===== config.mk =====
export PLATFORM = sky130hd
export DESIGN_NAME = park_gate_ctrl
export DESIGN_NICKNAME = d
export VERILOG_FILES = /design/src/rtl/park_pkg.sv /design/src/rtl/park_gate_timer.sv /design/src/rtl/park_gate_ctrl.sv
export SDC_FILE = /design/constraint.sdc
export NUM_CORES = 1
export LEC_CHECK = 0
export ABC_CLOCK_PERIOD_IN_PS = 2500
export CORE_ASPECT_RATIO = 1.2
export CORE_MARGIN = 1
export CORE_UTILIZATION = 54
export DETAILED_ROUTE_END_ITERATION = 16
export PLACE_DENSITY = 0.79
export SLEW_MARGIN = 20
export SYNTH_ARGS = -nofsm -noshare
export SYNTH_HDL_FRONTEND = slang
export SYNTH_SLANG_ARGS = --single-unit

===== constraint.sdc =====
create_clock -name CLK -period 2.5 [get_ports CLK]
set_clock_uncertainty 0.1 [all_clocks]
set_input_delay 0.25 -clock CLK [delete_from_list [all_inputs] [get_ports CLK]]
set_output_delay 0.25 -clock CLK [all_outputs]
set_load 0.01 [all_outputs]

===== src/rtl/park_pkg.sv =====
// Shared definitions for the single-gate parking controller: FSM state
// encoding, last-served side encoding and default sizing constants.
package park_pkg;

   typedef enum logic [1:0] {
      PARK_IDLE     = 2'b00,
      PARK_OPEN_IN  = 2'b01,
      PARK_OPEN_OUT = 2'b10,
      PARK_CLOSE    = 2'b11
   } park_state_t;

   typedef enum logic {
      SIDE_ENTRY = 1'b0,
      SIDE_EXIT  = 1'b1
   } park_side_t;

   localparam int PARK_DEF_CAPACITY   = 8;
   localparam int PARK_DEF_CNT_W      = 4;
   localparam int PARK_DEF_GATE_TICKS = 5;

endpackage


===== src/rtl/park_gate_timer.sv =====
// Gate-open timer: counts tick pulses after a start and flags done on the
// GATE_TICKS-th tick. The counter clears itself when done fires.
module park_gate_timer
   import park_pkg::*;
#(
   parameter int GATE_TICKS = PARK_DEF_GATE_TICKS
) (
   input  logic CLK,
   input  logic RST_N,
   input  logic start,
   input  logic tick,
   output logic done
);

   logic [7:0] tick_cnt_r;
   logic       running_r;
   logic       at_last_s;

   assign at_last_s = (tick_cnt_r == 8'(GATE_TICKS - 1));
   assign done      = running_r & tick & at_last_s;

   // Tick counter: restarted by start, advanced by tick, cleared on done
   always_ff @(posedge CLK or negedge RST_N) begin
      if (!RST_N) begin
         tick_cnt_r <= 8'd0;
         running_r  <= 1'b0;
      end else if (start) begin
         tick_cnt_r <= 8'd0;
         running_r  <= 1'b1;
      end else if (running_r && tick) begin
         if (at_last_s) begin
            tick_cnt_r <= 8'd0;
            running_r  <= 1'b0;
         end else begin
            tick_cnt_r <= tick_cnt_r + 8'd1;
            running_r  <= 1'b1;
         end
      end else begin
         tick_cnt_r <= tick_cnt_r;
         running_r  <= running_r;
      end
   end

endmodule


===== src/rtl/park_gate_ctrl.sv =====
// Single-gate parking lot controller: round-robin arbitration of entry and
// exit requests onto one barrier, occupancy tracking with full/empty flags
// and a one-cycle full_pulse for the lot-full light sequencer.
// Optional build macro PARK_REJECT_CNT_EN adds a saturating reject_cnt
// output counting full-lot entry rejections.
module park_gate_ctrl
   import park_pkg::*;
#(
   parameter int CAPACITY   = PARK_DEF_CAPACITY,
   parameter int CNT_W      = PARK_DEF_CNT_W,
   parameter int GATE_TICKS = PARK_DEF_GATE_TICKS
) (
   input  logic             CLK,
   input  logic             RST_N,
   input  logic             tick,
   input  logic             entry_req,
   input  logic             exit_req,
   output logic             entry_grant,
   output logic             exit_grant,
   output logic             gate_open,
   output logic [CNT_W-1:0] count,
   output logic             full,
   output logic             empty,
   output logic             full_pulse
`ifdef PARK_REJECT_CNT_EN
   ,
   output logic [7:0]       reject_cnt
`endif
);

   park_state_t      state_r, state_nxt;
   park_side_t       last_r, last_nxt;
   logic [CNT_W-1:0] count_r, count_nxt;
   logic             gate_open_r, gate_open_nxt;
   logic             entry_grant_r, entry_grant_nxt;
   logic             exit_grant_r, exit_grant_nxt;
   logic             full_r, full_nxt;
   logic             empty_r, empty_nxt;
   logic             full_pulse_r, full_pulse_nxt;
   logic             rej_prev_r;
   logic             entry_ok_s, exit_ok_s;
   logic             rej_s, rej_rise_s, cap_pulse_s;
   logic             start_s, done_s;

   park_gate_timer #(
      .GATE_TICKS (GATE_TICKS)
   ) u_timer (
      .CLK   (CLK),
      .RST_N (RST_N),
      .start (start_s),
      .tick  (tick),
      .done  (done_s)
   );

   assign entry_ok_s = entry_req & ~full_r;
   assign exit_ok_s  = exit_req & ~empty_r;

   // Next-state, arbitration and occupancy update
   always_comb begin
      state_nxt       = state_r;
      last_nxt        = last_r;
      count_nxt       = count_r;
      gate_open_nxt   = gate_open_r;
      entry_grant_nxt = 1'b0;
      exit_grant_nxt  = 1'b0;
      cap_pulse_s     = 1'b0;
      rej_s           = 1'b0;
      start_s         = 1'b0;
      case (state_r)
         PARK_IDLE: begin
            if (entry_ok_s && (!exit_ok_s || (last_r == SIDE_EXIT))) begin
               state_nxt       = PARK_OPEN_IN;
               last_nxt        = SIDE_ENTRY;
               count_nxt       = count_r + CNT_W'(1);
               gate_open_nxt   = 1'b1;
               entry_grant_nxt = 1'b1;
               start_s         = 1'b1;
               cap_pulse_s     = (count_r == CNT_W'(CAPACITY - 1));
            end else if (exit_ok_s) begin
               state_nxt      = PARK_OPEN_OUT;
               last_nxt       = SIDE_EXIT;
               count_nxt      = count_r - CNT_W'(1);
               gate_open_nxt  = 1'b1;
               exit_grant_nxt = 1'b1;
               start_s        = 1'b1;
            end else begin
               // No grant: a pending entry against a full lot is a rejection
               rej_s = entry_req & full_r;
            end
         end
         PARK_OPEN_IN, PARK_OPEN_OUT: begin
            if (done_s) begin
               state_nxt     = PARK_CLOSE;
               gate_open_nxt = 1'b0;
            end else begin
               state_nxt = state_r;
            end
         end
         PARK_CLOSE: begin
            state_nxt     = PARK_IDLE;
            gate_open_nxt = 1'b0;
         end
         default: begin
            state_nxt     = PARK_IDLE;
            gate_open_nxt = 1'b0;
         end
      endcase
      rej_rise_s     = rej_s & ~rej_prev_r;
      full_pulse_nxt = cap_pulse_s | rej_rise_s;
      full_nxt       = (count_nxt == CNT_W'(CAPACITY));
      empty_nxt      = (count_nxt == CNT_W'(0));
   end

   // State and registered outputs
   always_ff @(posedge CLK or negedge RST_N) begin
      if (!RST_N) begin
         state_r       <= PARK_IDLE;
         last_r        <= SIDE_EXIT;
         count_r       <= '0;
         gate_open_r   <= 1'b0;
         entry_grant_r <= 1'b0;
         exit_grant_r  <= 1'b0;
         full_r        <= 1'b0;
         empty_r       <= 1'b1;
         full_pulse_r  <= 1'b0;
         rej_prev_r    <= 1'b0;
      end else begin
         state_r       <= state_nxt;
         last_r        <= last_nxt;
         count_r       <= count_nxt;
         gate_open_r   <= gate_open_nxt;
         entry_grant_r <= entry_grant_nxt;
         exit_grant_r  <= exit_grant_nxt;
         full_r        <= full_nxt;
         empty_r       <= empty_nxt;
         full_pulse_r  <= full_pulse_nxt;
         rej_prev_r    <= rej_s;
      end
   end

   assign entry_grant = entry_grant_r;
   assign exit_grant  = exit_grant_r;
   assign gate_open   = gate_open_r;
   assign count       = count_r;
   assign full        = full_r;
   assign empty       = empty_r;
   assign full_pulse  = full_pulse_r;

`ifdef PARK_REJECT_CNT_EN
   logic [7:0] reject_cnt_r;

   // Saturating tally of rejection pulses (capacity-reached pulse excluded)
   always_ff @(posedge CLK or negedge RST_N) begin
      if (!RST_N) begin
         reject_cnt_r <= 8'd0;
      end else if (rej_rise_s && (reject_cnt_r != 8'hFF)) begin
         reject_cnt_r <= reject_cnt_r + 8'd1;
      end else begin
         reject_cnt_r <= reject_cnt_r;
      end
   end

   assign reject_cnt = reject_cnt_r;
`endif

endmodule


==> flow_metrics.env <==
export IMPL_preCtsSetupSlack_ns=0.375
export IMPL_relSlewSlack=0.555
export IMPL_synthTopCellsByArea="dfrtp_1 (44%), ha_1 (5.2%), xnor2_1 (5.1%)"
export IMPL_synth_edf_count=0
export IMPL_num_antenna_cells=0
export IMPL_die_height_um=53.8
export IMPL_rsz0062_at_grt="false"
export IMPL_postPlaceCellArea_um2=1390
export IMPL_cp_cell_sequence="inv_1 -> ha_1 -> inv_2 -> a211oi_4 -> a2bb2oi_2 -> xnor2_1 -> nor3b_2"
export IMPL_drive_gt1_frac=0.163
export IMPL_postCtsHoldBufs=0
export IMPL_design_area_um2=1420
export IMPL_crit_slowest_cell="dfrtp_1"
export IMPL_vdd_drop_max_mv=0.770
export IMPL_final_cell_mix="dfrtp_1 (21), clkdlybuf4s50_1 (14), nand2_1 (12)"
export IMPL_cts_tree="built"
export IMPL_synth_area_per_cell_um2=11.0
export IMPL_powerDensity_nw_per_um2=1130
export IMPL_cap_violations=0
export IMPL_io_buffers=14
export IMPL_switching_share=0.412
export IMPL_fin_crit_ns=2.03
export IMPL_antenna_found_initial=0
export IMPL_p_int_uw=946
export IMPL_crit_type="reg2reg"
export IMPL_fp_dieArea_um2=2430
export IMPL_setup_viol=0
export IMPL_drc=0
export IMPL_dp_hpwl_um=1790
export IMPL_grt_max_degree=15
export IMPL_syn_to_final_growth_pct=17.6
export IMPL_fin_nets=140
export IMPL_wl_per_cell_um=14.8
export IMPL_ios=15
export IMPL_drv_slew=0
export IMPL_max_stage_delay_ns=0.39
export IMPL_core_area_um2=2090
export IMPL_syn_inst=110
export IMPL_timing_setup_tns_ns=0
export IMPL_startpoint_type="register"
export IMPL_synth_top_area_cell="dfrtp_1"
export IMPL_synthArstFlopShare=1.00
export IMPL_cp_end_kind="register"
export IMPL_drt_total_wl_um=2350
export IMPL_netlist_area_um2=1210
export IMPL_synth_seq_area_share=0.479
export IMPL_routed_via_density=5.48
export IMPL_firstDrtPassIters=4
export IMPL_cts_inserted_buffers=3
export IMPL_start_util=0.576
export IMPL_power_frac_comb=0.507
export IMPL_cp_required_ns=2.64
export IMPL_post_route_period_util=0.811
export IMPL_place_gp_congestion=0.848
export IMPL_yosysWarnings=0
export IMPL_path_clk_slew_ns=0.13
export IMPL_drt_initial_drc_count=12
export IMPL_grt_overflow=0
export IMPL_postCtsSetupBuffers=0
export IMPL_cts_sinks=23
export IMPL_fmax_mhz=493
export IMPL_root_buffer="clkbuf_4"
export IMPL_synth_seq_cells=23
export IMPL_grt_pass1_vias=860
export IMPL_grt_pass1_wl_um=3950
export IMPL_p_seq_frac=0.389
export IMPL_setup_ws_ns=0.472
export IMPL_post_cts_resized=0
export IMPL_final_common_cell="dfrtp_1"
export IMPL_worst_pin_slew_ns=0.666
export IMPL_cp_max_fo=8
export IMPL_synth_cell_type_count=44
export IMPL_finalHoldViolCount=0
export IMPL_grt_usage=0.234
export IMPL_p_leak_uw=0.000637
export IMPL_clkLatencyLatePin_ns=0.31
export IMPL_synth_ff_type="dfrtp_1"
export IMPL_syn_num_nets=120
export IMPL_ant_nets=0
export IMPL_fp_dieW_um=45.2
export IMPL_rows=18
export IMPL_arrival_ns=2.17
export IMPL_synth_top_cell_area_share=0.435
export IMPL_htree_levels=1
export IMPL_clockBufferDepth=2
export IMPL_p_sw_uw=662
export IMPL_hold_path_class="in2async"
export IMPL_num_vias=871
export IMPL_status="completed"
export IMPL_clock_power_share=0.104
[synth_stat cells, types with 2 or more instances]
cell / count
nand2b_1: 3
nor2_1: 7
ha_1: 5
nand2_1: 12
xnor2_1: 7
dfrtp_1: 21
dfstp_2: 2
nor3_1: 2
a21oi_1: 4
nand4_1: 2
nand3_1: 3
inv_1: 7
xor2_1: 2
mux2i_1: 2
a211oi_1: 2
[final cells by class]
type                            count  area, um^2
Inverter                            8        30.0
Clock buffer                        3        22.5
Fill cell                         176         674
Sequential cell                    23         578
Clock inverter                      1        5.00
Tap cell                           30        37.5
Timing Repair Buffer               15         148
Multi-Input combinational cell     79         599
[worst paths after layout]
check,to,depth (start not counted),startpoint,slack [ns]
worst max register to register,full,7,state_r[1],0.47
worst min-delay path,u_timer.tick_cnt_r[0],1,RST_N,0.23
min in group CLK,u_timer.running_r,2,u_timer.running_r,0.42
worst min register to register,u_timer.running_r,2,u_timer.running_r,0.42
worst max-delay path,full,7,state_r[1],0.47
max in group asynchronous,count[2],2,RST_N,1.47
[kinds of logic after synthesis]
group | Yosys count | synth area share
muxes | 2 | 0.0166
xor gates and xnor gates | 10 | 0.0788
DFF | 23 | 0.479
buffers and inverters | 8 | 0.0249
adders and majority gates | 5 | 0.0518
and+or+nand+nor | 42 | 0.202
AOI/OAI and AO/OA | 20 | 0.147
[power by group through the flow]
stage,clock network [uW],registers [uW],logic [uW]
floorplan,0,631,547
global placement,0,627,798
detailed placement,0,630,818
CTS,173,626,821
global route,191,645,901
finish,168,625,816
[registers in the layout, summed over array words and instances, names as in the netlist]
signal and count:
last_r 1, full 1, u_timer.running_r 1, gate_open 1
full_pulse 1, rej_prev_r 1, exit_grant 1, count 4
empty 1, state_r 2, u_timer.tick_cnt_r 8, entry_grant 1
[critical path: cells and delay by family (launching register included)]
kind            cells  cell delay, ns
simple gates        1            0.21
flops               1            0.39
compound gates      2            0.42
buf+inv             2            0.21
fa+ha+maj           1            0.33
xor+xnor            1            0.30
[per-layer routing]
metal,vias to the layer above,part of all wire,GRT usage
met5,-,0,0
met4,0,0.019,0.162
met3,4,0.046,0.0403
met2,24,0.49,0.365
met1,421,0.44,0.295
li1,422,-,-
[per-stage QoR]
| step | total power, uW | hold slack (ns) | util | std cells |
|---|---|---|---|---|
| after floorplan | 1180 | -0.146 | - | 110 |
| after global placement | 1420 | 0.387 | 0.665 | 155 |
| after detailed placement | 1450 | 0.393 | 0.665 | 155 |
| after CTS | 1620 | 0.237 | 0.678 | 159 |
| after global routing | 1740 | 0.257 | 0.678 | 159 |
| final | 1610 | 0.231 | 0.678 | 159 |
(Power assumes the default switching activity.)
==> patch 1: new RTL, same settings <==
Re-encode `park_state_t` (4 states) as Gray code, 2 bits wide.
--- a/src/rtl/park_pkg.sv
+++ b/src/rtl/park_pkg.sv
@@ -5,8 +5,8 @@
    typedef enum logic [1:0] {
       PARK_IDLE     = 2'b00,
       PARK_OPEN_IN  = 2'b01,
-      PARK_OPEN_OUT = 2'b10,
-      PARK_CLOSE    = 2'b11
+      PARK_OPEN_OUT = 2'b11,
+      PARK_CLOSE    = 2'b10
    } park_state_t;
 
    typedef enum logic {
Function: same outputs for any inputs over 10 cycles, from zero or initial values and one cycle with RST_N low; not proved beyond that.
==> patch 1 against the original RTL <==
  * Clock power rose by 17%
  * Synthesized area fell by 4.1%
  * Power fell by 10%
  * Sequential cell count fell by 1
  * Utilization fell by 1.1 points
  * Wire length fell by 14%
  * Final area fell by 3.7%
  * Setup slack improved by 0.22 ns
==> patch 1: results (changes against the original RTL) <==
stage	metric	value	unit	change
run_status	status	completed		unchanged
worst_setup_path	crit_family	simple AND/OR/NAND/NOR gates		was compound AO/OA/AOI/OAI gates
place	portBuffers	14		unchanged
cells_and_area	fillers	145		was 176
yosys	ys_async_sr_fraction	100	%	unchanged
worst_setup_path	slowest_delay	0.49	ns	was 0.39 ns
place	hpwl	1.48	mm	was 1.79 mm
global_routing	first_global_vias	748		was 860
yosys	yosysWarnings	0		unchanged
sta	tns	0	ns	unchanged
cts	cts-root-buf	clkbuf_4		unchanged
cts	cts.repair.resized	0		unchanged
routing	drt_iter0_markers	27		was 12
yosys	synth_nets	113		was 120
global_routing	grtUsageTotal	20.1	%	was 23.4%
worst_setup_path	arrival	1.94	ns	was 2.17 ns
yosys	synth_common_cells	20 x dfrtp_1, 13 x nand2_1, 8 x nor2_1, 7 x xnor2_1		was 21 x dfrtp_1, 12 x nand2_1, 7 x inv_1, 7 x nor2_1, 7 x xnor2_1
cts	clk_path_buf_depth	2		unchanged
yosys	netlist_top_cells_area	dfrtp_1 43%, xnor2_1 5.3%, dfstp_2 4.5%		was dfrtp_1 44%, ha_1 5.2%, xnor2_1 5.1%
hold_path	hold_path.class	input pin to async pin		unchanged
place	gp_congestion	0.859		was 0.848
cts	cts_buffers	3		unchanged
power_and_ir_drop	leakage	0.614	nW	was 0.637 nW
cells_and_area	largest_reg_flops	8		unchanged
yosys	yosysSeqAreaShare	47.8	%	was 47.9%
cells_and_area	drive_above_1_share	15.6	%	was 16.3%
routing	drcViolationCount	0		unchanged
cells_and_area	n_antenna_cell	0		unchanged
routing	met2_length	974	µm	was 1.16 mm
yosys	ys.flop_type	dfrtp_1		unchanged
power_and_ir_drop	swShare	38.8	%	was 41.2%
yosys	synth.distinct_cells	35		was 44
routing	num_vias	811		was 871
power_and_ir_drop	ir_drop	0.000817	V	was 0.000770 V
cts	path_clk_slew	0.12	ns	
worst_setup_path	path_max_fanout	8		unchanged
routing	wl_met1	969	µm	was 1.03 mm
worst_setup_path	slowest_stage	dfrtp_1		unchanged
global_routing	grt_pass1_wl	3.39	mm	was 3.95 mm
routing	drt_wl_total	2.02	mm	was 2.35 mm
global_routing	grt_max_degree	23		was 15
routing	wl_met3	68	µm	was 109 µm
cts	clkLatencyLatePin	0.31	ns	about the same
routing	first_pass_iters	8		was 4
cells_and_area	final_nets	132		was 140
sta	worst_slew_pin_slew	0.450	ns	was 0.666 ns
==> patch 1: layout make-up <==
cell class	count	share of cell area [%]
Sequential cell	22	40.4
Timing Repair Buffer	15	10.8
Clock buffer	4	2.65
Inverter	6	1.65
Multi-Input combinational cell	75	41.7
Tap cell	30	2.74
==> patch 1: worst paths after layout <==
| kind | start | end | slack [ns] | cells after the start |
|---|---|---|---|---|
| min in group CLK | last_r$_DFFE_PN1P_ | last_r$_DFFE_PN1P_ | 0.45 | 1 |
| worst max-delay path | count[0]$_DFF_PN0_ | empty$_DFF_PN1_ | 0.69 | 5 |
| worst min-delay path | RST_N | u_timer.tick_cnt_r[2]$_DFFE_PN0P_ | 0.18 | 2 |
| worst min register to register | last_r$_DFFE_PN1P_ | last_r$_DFFE_PN1P_ | 0.45 | 1 |
| max in group asynchronous | RST_N | empty$_DFF_PN1_ | 1.84 | 2 |
| worst max register to register | count[0]$_DFF_PN0_ | empty$_DFF_PN1_ | 0.69 | 5 |
==> patch 1: logic make-up (layout without fill, tap and decap cells) <==
family | after synthesis | after routing | share of synthesized area [%]
adders and majority gates | 4 | 4 | 4.32
AOI/OAI and AO/OA | 12 | 12 | 11.5
buffers and inverters | 7 | 25 | 2.92
DFF | 22 | 22 | 47.8
muxes | 2 | 2 | 1.73
xor gates and xnor gates | 10 | 10 | 8.22
and+or+nand+nor | 47 | 47 | 23.6
==> patch 1: power by group through the flow <==
stage	combinational, mW	clock (mW)	sequential, mW
final	0.623	0.196	0.623
after global routing	0.690	0.216	0.642
after global placement	0.598	0	0.622
after CTS	0.627	0.208	0.623
after detailed placement	0.621	0	0.629
after floorplan	0.394	0	0.629
==> patch 1: per-layer routing <==
layer | vias to the layer above | track usage, %
met5 | - | 0
met4 | 0 | 9.09
met3 | 2 | 3.10
met2 | 29 | 29.4
met1 | 386 | 28.9
li1 | 394 | -
==> patch 1: per-stage QoR <==
step           cell area, µm²  cells  setup slack [ns]  power, mW  util [%]
6_report                 1370    152             0.689       1.44      66.7
5_1_grt                  1370    152             0.568       1.55      66.7
4_1_cts                  1370    152             0.684       1.46      66.7
3_5_place_dp             1330    148             0.457       1.25      65.0
3_3_place_gp             1330    148             0.500       1.22      65.0
2_1_floorplan            1160    104             0.804       1.02         -
==> patch 2: new RTL, config.mk and constraints unchanged <==
Without the edit above. Add a define of `PARK_REJECT_CNT_EN`.
--- a/src/rtl/park_gate_ctrl.sv
+++ b/src/rtl/park_gate_ctrl.sv
@@ -3,6 +3,8 @@
 // and a one-cycle full_pulse for the lot-full light sequencer.
 // Optional build macro PARK_REJECT_CNT_EN adds a saturating reject_cnt
 // output counting full-lot entry rejections.
+`define PARK_REJECT_CNT_EN
+
 module park_gate_ctrl
    import park_pkg::*;
 #(
Behaviour (old outputs only; new: reject_cnt): unchanged (Yosys induction, for registers that start in step).
==> patch 2 against the original RTL <==
  * Final area increased by 33%
  * Sequential power up 25%
  * Combinational power increased by 9.3%
  * Synthesized area grew 28%
  * Largest power group unchanged
  * Sequential cell count grew 8
  * Power grew 30%
  * Setup slack worse by 0.053 ns
  * First-iteration DRC count rose to 3.0 times the old value
  * Global-route usage increased by 0.74 points
  * Wire length is 32% higher
==> patch 2: results (changes against the original RTL) <==
stage	metric	value	unit	change
run_status	status	completed		unchanged
yosys	synth.distinct_cells	38		was 44
cts	path_clk_slew	0.10	ns	was 0.13 ns
hold_path	hold_path.class	input pin to async pin		unchanged
cells_and_area	n_antenna_cell	0		unchanged
cts	clk_path_buf_depth	2		unchanged
yosys	netlist_top_cells_area	dfrtp_1 47%, ha_1 4.9%, xnor2_1 4.5%		was dfrtp_1 44%, ha_1 5.2%, xnor2_1 5.1%
cts	cts_buffers	5		was 3
yosys	synth_mux_area_share	3.40	%	was 1.66%
yosys	yosysWarnings	0		unchanged
cts	h-tree-depth	2		was 1
yosys	synth_common_cells	29 x dfrtp_1, 8 x inv_1, 8 x nand2_1, 8 x o21ai_0, 8 x xnor2_1		was 21 x dfrtp_1, 12 x nand2_1, 7 x inv_1, 7 x nor2_1, 7 x xnor2_1
yosys	yosysSeqAreaShare	50.3	%	was 47.9%
place	hpwl	2.35	mm	was 1.79 mm
global_routing	first_global_vias	1186		was 860
global_routing	grtUsageTotal	24.2	%	was 23.4%
worst_setup_path	arrival	2.21	ns	was 2.17 ns
routing	drt_wl_total	3.11	mm	was 2.35 mm
place	portBuffers	22		was 14
place	gp_congestion	0.805		was 0.848
cells_and_area	fillers	197		was 176
global_routing	antenna_found_initial	0		unchanged
yosys	synth_nets	143		was 120
yosys	synthXorXnorAreaFrac	6.15	%	was 7.88%
power_and_ir_drop	power.switching	770	µW	was 662 µW
global_routing	grt_pass1_wl	5.35	mm	was 3.95 mm
routing	drt_iter0_markers	36		was 12
cts	cts.repair.resized	0		unchanged
cts	cts-root-buf	clkbuf_4		unchanged
yosys	synth-compound-area-share	17.1	%	was 14.7%
routing	viasPerCell	5.71		was 5.48
worst_setup_path	path_max_fanout	3		was 8
place	place_ws	0.329	ns	was 0.375 ns
routing	first_pass_iters	4		unchanged
power_and_ir_drop	ir_drop	0.000800	V	was 0.000770 V
power_and_ir_drop	leakage	0.886	nW	was 0.637 nW
cts	cts_setup_buffers	0		unchanged
sta	worst_slew_pin_slew	0.602	ns	was 0.666 ns
yosys	ys_async_sr_fraction	100	%	unchanged
yosys	synthAdderAreaFrac	4.85	%	was 5.18%
cells_and_area	drive_above_1_share	14.2	%	was 16.3%
yosys	synth_top_family_by_area	compound AO/OA/AOI/OAI gates		was simple AND/OR/NAND/NOR gates
cells_and_area	final_nets	172		was 140
global_routing	grt_max_degree	32		was 15
yosys	ys.flop_type	dfrtp_1		unchanged
cts	clkLatencyLatePin	0.33	ns	was 0.31 ns
## patch 2: cell families after synthesis
group | Yosys count
buffers and inverters | 9
and+or+nand+nor | 40
AOI/OAI and AO/OA | 31
muxes | 5
adders and majority gates | 6
DFF | 31
xor gates and xnor gates | 10
## patch 2: layout make-up
class | instances | share of cell area, %
flip-flops and latches | 31 | 41.1
multi-input cells | 92 | 38.6
repair buffers | 23 | 12.0
clock buffers | 6 | 2.71
well taps | 33 | 2.18
clock inverters | 2 | 1.85
inverters | 8 | 1.59
## patch 2: per-stage QoR
step	area, µm²	hold WS (ns)	instances
final	1890	0.206	195
after global routing	1890	0.233	195
after CTS	1890	0.212	195
after detailed placement	1810	0.396	187
after global placement	1810	0.383	187
after floorplan	1550	-0.146	132
## patch 2: metal layers
metal,up-vias,part of all wire (%),GRT usage [%]
met3,6,3.9,6.77
met4,0,1.5,9.52
met2,24,52,43.2
met5,-,0,0
li1,542,-,-
met1,542,42,27.5
## patch 2: power by group through the flow
stage | Sequential, mW | Combinational [mW] | Clock [mW]
after global placement | 0.781 | 0.836 | 0
after floorplan | 0.795 | 0.566 | 0
after CTS | 0.780 | 0.892 | 0.421
after global routing | 0.801 | 0.975 | 0.441
final | 0.780 | 0.892 | 0.413
after detailed placement | 0.789 | 0.884 | 0
## patch 2: worst max-delay path, stage by stage (launching register included)
cell,delay (ns)
dfrtp_1,0.41
inv_1,0.08
ha_1,0.14
nor4b_1,0.36
nand3_1,0.16
o21ai_0,0.28
o31ai_1,0.21
a22o_1,0.23
## patch 2: final timing paths
path,from,endpoint,slack [ns],depth (start not counted)
min in group CLK,u_timer.running_r$_DFFE_PN0P_,u_timer.running_r$_DFFE_PN0P_,0.42,1
worst max-delay path,u_timer.tick_cnt_r[0]$_DFFE_PN0P_,gate_open$_DFFE_PN0P_,0.42,7
worst max register to register,u_timer.tick_cnt_r[0]$_DFFE_PN0P_,gate_open$_DFFE_PN0P_,0.42,7
worst min-delay path,RST_N,state_r[0]$_DFFE_PN0P_,0.21,2
worst min register to register,u_timer.running_r$_DFFE_PN0P_,u_timer.running_r$_DFFE_PN0P_,0.42,1
max in group asynchronous,RST_N,last_r$_DFFE_PN1P_,1.77,2
